===== config.mk =====
export PLATFORM = sky130hd
export DESIGN_NAME = tdm_demux4
export DESIGN_NICKNAME = d
export VERILOG_FILES = /design/src/rtl/tdm_demux4.sv
export SDC_FILE = /design/constraint.sdc
export NUM_CORES = 1
export LEC_CHECK = 0
export CAP_MARGIN = 15
export CORE_UTILIZATION = 44
export CTS_BUF_LIST = sky130_fd_sc_hd__clkbuf_4 sky130_fd_sc_hd__clkbuf_8
export DETAILED_ROUTE_END_ITERATION = 10
export MAX_ROUTING_LAYER = met4
export PLACE_DENSITY_LB_ADDON = 0.15
export RECOVER_POWER = 50
export SLEW_MARGIN = 20
export SYNTH_ARGS = -nofsm -noshare
export SYNTH_HDL_FRONTEND = slang
export SYNTH_SLANG_ARGS = --single-unit

===== constraint.sdc =====
create_clock -name clk -period 3.48 [get_ports clk]
set_input_delay 0.522 -clock clk [delete_from_list [all_inputs] [get_ports clk]]
set_output_delay 0.522 -clock clk [all_outputs]
set_load 0.005 [all_outputs]

===== src/rtl/tdm_demux4.sv =====
// Receive end of the 4:1 TDM serial link: deserializes a sync-framed bit stream into four WIDTH-bit channel registers.
// Channel word lands on the edge sampling its LSB; din_en low stalls everything (no backpressure to the link).
module tdm_demux4 #(
    parameter int WIDTH = 8
) (
    input  logic                 clk,
    input  logic                 rst_n,
    input  logic                 din,
    input  logic                 din_en,
    input  logic                 frame_sync,
    output logic [4*WIDTH-1:0]   data_out,
    output logic [3:0]           ch_valid,
    output logic                 frame_valid,
    output logic                 sync_err,
    output logic                 busy
);

    localparam int CW = $clog2(WIDTH);
    localparam logic [CW-1:0] LAST_BIT = CW'(WIDTH - 1);

    typedef enum logic {IDLE, RECV} state_t;

    state_t               state_q, state_d;
    // Only WIDTH-1 history bits are kept; a word's LSB comes straight from din.
    logic [WIDTH-2:0]     sreg_q, sreg_d;
    logic [CW-1:0]        bit_cnt_q, bit_cnt_d;
    logic [1:0]           ch_sel_q, ch_sel_d;
    logic [4*WIDTH-1:0]   data_q, data_d;
    logic [3:0]           ch_valid_q, ch_valid_d;
    logic                 frame_valid_q, frame_valid_d;
    logic                 sync_err_q, sync_err_d;
    logic [WIDTH-1:0]     shifted;

    assign shifted = {sreg_q, din};

    always_comb begin
        state_d       = state_q;
        sreg_d        = sreg_q;
        bit_cnt_d     = bit_cnt_q;
        ch_sel_d      = ch_sel_q;
        data_d        = data_q;
        ch_valid_d    = '0;
        frame_valid_d = 1'b0;
        sync_err_d    = 1'b0;

        if (din_en) begin
            if (frame_sync) begin
                // Sync always restarts the frame at ch0; mid-frame it also flags an error.
                sync_err_d = (state_q == RECV);
                sreg_d     = shifted[WIDTH-2:0];
                bit_cnt_d  = CW'(1);
                ch_sel_d   = 2'd0;
                state_d    = RECV;
            end else if (state_q == RECV) begin
                sreg_d = shifted[WIDTH-2:0];
                if (bit_cnt_q == LAST_BIT) begin
                    data_d[int'(ch_sel_q)*WIDTH +: WIDTH] = shifted;
                    ch_valid_d[ch_sel_q] = 1'b1;
                    bit_cnt_d = '0;
                    ch_sel_d  = ch_sel_q + 2'd1;
                    if (ch_sel_q == 2'd3) begin
                        frame_valid_d = 1'b1;
                        state_d       = IDLE;
                    end
                end else begin
                    bit_cnt_d = bit_cnt_q + CW'(1);
                end
            end
        end
    end

    always_ff @(posedge clk or negedge rst_n) begin
        if (!rst_n) begin
            state_q       <= IDLE;
            sreg_q        <= '0;
            bit_cnt_q     <= '0;
            ch_sel_q      <= '0;
            data_q        <= '0;
            ch_valid_q    <= '0;
            frame_valid_q <= 1'b0;
            sync_err_q    <= 1'b0;
        end else begin
            state_q       <= state_d;
            sreg_q        <= sreg_d;
            bit_cnt_q     <= bit_cnt_d;
            ch_sel_q      <= ch_sel_d;
            data_q        <= data_d;
            ch_valid_q    <= ch_valid_d;
            frame_valid_q <= frame_valid_d;
            sync_err_q    <= sync_err_d;
        end
    end

    assign data_out    = data_q;
    assign ch_valid    = ch_valid_q;
    assign frame_valid = frame_valid_q;
    assign sync_err    = sync_err_q;
    assign busy        = (state_q == RECV);

endmodule


# Word level (Yosys, flattened, before mapping)
# Cells that the tools add are included.
# totals
reg_bits	51
in_bits	5
output_inout_bits	39
elab_cells	50
# classes
n_bitwise	1
n_eq_ne	2
add_sub_neg	3
magnitude_cmp	2
n_shift	2
mux	26
n_reduce_logical	6
# ops
operator	count
5-bit negation with 33-bit output	1
8-bit by 33-bit variable shift with 32-bit output (first input constant)	1
8-bit by 33-bit indexed part select with 32-bit output	1
32-bit bitwise mux	1
4-bit two-way mux	4
7-bit two-way mux	2
1-bit two-way mux	12
3-bit two-way mux	3
2-bit two-way mux	3
4-bit AND reduction	1
2-bit nonzero test	2
3-bit by 1-bit adder with 3-bit output (second input constant)	1
3-bit == test (second input constant)	1
2-bit by 3-bit less-than comparator with 1-bit output (second input constant)	1
3-bit AND reduction	1
2-bit by 1-bit adder with 2-bit output (second input constant)	1
1-bit demux with 2-bit select	1
2-bit == test (second input constant)	1
2-bit by 1-bit >= comparator with 1-bit output (second input constant)	1
2-bit AND reduction	1
1-bit logical AND	1
1-bit NOT	1

# Longest topological paths before layout
# logic_depth
ltp_word	8
ltp_mapped	7
ltp_nobuf	5

# Least setup slack after synthesis
# Ideal clock, no wire load.
# synth_timing
kind	register -> register
start	reg ch_sel_q[0]
end	reg data_q[24] (netlist: data_out[24])
path_slack_ps	1595
setup_ps	63
arrival_time_ps	1822
t_required_ps	3417
path_stages_with_launch	8
cell_sequence	dfrtp_1 buf_2 inv_1 ha_1 clkbuf_2 nor4b_2 nand4_1 a21bo_2
# synth_between
elab_chain_cells	3
elab_cells_between_ends	4
classes_between	1 x add/sub; 2 x shift; 1 x mux
# synth_rtl
element	line_no	source
from (decl)	27	logic [1:0] ch_sel_q, ch_sel_d;
from (signal assigned)	86	ch_sel_q <= ch_sel_d;
5-bit negation with 33-bit output (*)	57	data_d[int'(ch_sel_q)*WIDTH +: WIDTH] = shifted;
8-bit by 33-bit indexed part select with 32-bit output / 8-bit by 33-bit variable shift with 32-bit output (equally long branches)	57	
32-bit bitwise mux (*)	57	
to (signal assigned)	87	data_q <= data_d;
to (decl)	28	logic [4*WIDTH-1:0] data_q, data_d;
# Mark *: on every way between the ends. The rest lies on a longest branch, timed or not.
# A chain may end at the register's enable or synchronous reset.

# Worst setup path in the final report
# layout_timing
start	in din_en
end	reg data_q[15] (netlist: data_out[15])
# layout_between
elab_chain_cells	1
# layout_rtl
element	line_no	source
from (decl)	9	input logic din_en,
4-bit AND reduction (no source line)	n/a	
# Every way passes these cells.

==> flow_summary.json <==
{
  "antennaDiodeCount": 0,
  "wl_um": 4740,
  "end_kind": "flip-flop",
  "synth_cell_types": 31,
  "initial_utilization": 0.457,
  "synth_compound_area_frac": 0.148,
  "row_count": 26,
  "vias": 1552,
  "r2r_start": "ch_sel_q[0]$_DFFE_PN0P_",
  "htreeDepth": 2,
  "cts.path.max_buffers": 2,
  "ys.flop_type": "dfrtp_1",
  "cts_inserted_buffers": 5,
  "synthMuxAreaShare": 0.0569,
  "setup_ws_ns": 1.28,
  "gp_congestion": 0.784,
  "area_growth_pct": 22.8,
  "cpPeakStageDelay_ns": 0.82,
  "placed_area_um2": 2780,
  "synth_top_area_cell": "dfrtp_1",
  "synth-simple-area-share": 0.167,
  "core_um2": 5140,
  "antenna_found_initial": 0,
  "drcViolationCount": 0,
  "synth-xor-area-share": 0,
  "via_per_inst": 5.33,
  "stdcell_area_um2": 2890,
  "ant_nets": 0,
  "synth_most_common_cell": "dfrtp_1",
  "leakagePower_nw": 1.43,
  "hold_viol_final": 0,
  "rsz0062_at_grt": "no",
  "synth_top_family_by_area": "simple AND/OR/NAND/NOR gates",
  "clock_sink_count": 50,
  "wire_per_inst_um": 16.3,
  "crit_slowest_cell": "dlygate4sd3_1",
  "first_global_vias": 1582,
  "dr.pass1.iters": 4,
  "cp_cell_sequence": "dlygate4sd3_1 > and4b_1 > buf_4 > nand2_4 > mux2_2",
  "grt_use_total": 0.197,
  "post-cts-setup-buffers": 0,
  "setup_viol": 0,
  "avgSynthCellArea_um2": 12.8,
  "synthArstFlopShare": 1.00,
  "tritoncts": "done",
  "grt_pass1_wl_um": 7800,
  "reg2reg_to": "data_out[30]$_DFFE_PN0P_",
  "drtIter0Drc": 151,
  "multi_input_comb_area_um2": 975,
  "ys_top_cells_by_area": "dfrtp_1, a21bo_2, nand4_1",
  "fin_setup_tns_ns": 0,
  "max_clock_freq_mhz": 455,
  "ys.warnings.count": 0,
  "cts_resized": 0,
  "grt_remaining_overflow": 0,
  "path_class": "in -> reg",
  "instances_no_fill": 291,
  "ys_ff_latch": 50,
  "yosysSeqAreaShare": 0.532,
  "cp_top_family": "buffers and inverters",
  "syn_area_um2": 2350,
  "ctsHoldBuffers": 0,
  "synthAdderAreaFrac": 0.0426,
  "root_buffer": "clkbuf_8",
  "status": "completed",
  "crit_buf_inv": 2,
  "maxCapViolations": 0,
  "cp_data_arrival_time_ns": 2.38,
  "layout_min_cycle_time_ns": 2.20,
  "period_share": 0.632,
  "yosys.area.top_type_share": 0.532,
  "netlist_instances": 183,
  "pin_count": 44,
  "clk_latency_ns": 0.30,
  "crit_path_max_fanout": 32,
  "max-slew-margin-rel": 0.596,
  "final-max-slew-violation-count": 0,
  "syn-num-nets": 196,
  "hpwl_um": 3360,
  "seq_area_um2": 1250,
  "ys_top_cells_by_count": "dfrtp_1, a21bo_2, nand4_1",
  "irDropWorstVdd_mv": 0.259,
  "die_h_um": 75.1,
  "clk_pin_slew_ns": 0.09,
  "drive_above_1_share": 0.262,
  "reg2reg_slack_ns": 1.30,
  "fin_nets": 233,
  "synth_edf_count": 0,
  "max_slew.worst_pin.slew_ns": 0.606,
  "dieArea_um2": 5640,
  "clock-skew-final_ns": 0.00619,
  "place_ws_ns": 1.04,
  "final_core_util": 0.562,
  "power.density_nw_per_um2": 448,
  "port_buffers": 43,
  "required_ns": 3.66,
  "nFillCells": 459,
  "worstSetupStartpointType": "input pin",
  "worst_r2r_path_depth": 5,
  "holdWs_ns": 0.234,
  "die_w_um": 75.1,
  "dp.cells": 283,
  "worstHoldPathType": "in -> async",
  "grt_max_degree": 51,
  "power_mw": 1.29
}
[sequential cells by signal, indices dropped and copies added, names as in the netlist]
name and flops:
data_out 32, sreg_q 7, ch_valid 4, bit_cnt_q 3
ch_sel_q 2, busy 1, sync_err 1
[cells in the final DEF (no fill, tap or decap), drive strengths merged, types with 3 or more instances in the layout]
cell type / synthesis / final
dfrtp: 50 / 50
clkdlybuf4s50: 0 / 29
nand4: 28 / 28
a21bo: 28 / 28
dlygate4sd3: 0 / 13
mux2: 11 / 11
inv: 8 / 8
ha: 8 / 8
nand2: 7 / 7
clkbuf: 5 / 5
and3: 3 / 3
nand3: 3 / 3
o21a: 3 / 3
o22ai: 3 / 3
o21ai: 3 / 3
[area by class of cell]
type,instances,share of cell area
Clock buffer,5,0.0238
Clock inverter,3,0.0139
Inverter,8,0.0104
Multi-Input combinational cell,111,0.338
Sequential cell,50,0.433
Tap cell,70,0.0303
Timing Repair Buffer,44,0.151
[how the worst max path moves through the flow]
stage	start	endpoint	slack [ns]	depth (start not counted)
floorplan	ch_sel_q[0]$_DFFE_PN0P_	data_out[24]$_DFFE_PN0P_	1.60	7
finish	din_en	data_out[15]$_DFFE_PN0P_	1.28	5
global placement	din_en	data_out[12]$_DFFE_PN0P_	1.13	5
CTS	ch_sel_q[0]$_DFFE_PN0P_	data_out[30]$_DFFE_PN0P_	1.30	5
global route	ch_sel_q[0]$_DFFE_PN0P_	data_out[6]$_DFFE_PN0P_	1.16	5
detailed placement	din_en	data_out[15]$_DFFE_PN0P_	1.04	5
[cell families after synthesis]
kind of cell | count (synthesis)
AO/OA/AOI/OAI | 38
adder cells (fa/ha/maj) | 8
buffers and inverters | 22
flip-flops | 50
multiplexers | 12
AND/OR/NAND/NOR | 53
[where the power goes]
part           internal, mW  total [mW]  leakage (nW)  switching, mW
logic                0.0973       0.201         0.703          0.104
registers             0.627       0.695         0.671         0.0682
clock network         0.212       0.397        0.0579          0.185
[metal layers]
layer	global-route usage	up-vias	routed length [µm]
met5	-	-	0
met4	0.0776	0	99
met3	0.0415	11	169
met2	0.317	39	2360
met1	0.244	759	2110
li1	-	743	-
(Power assumes the default switching activity.)
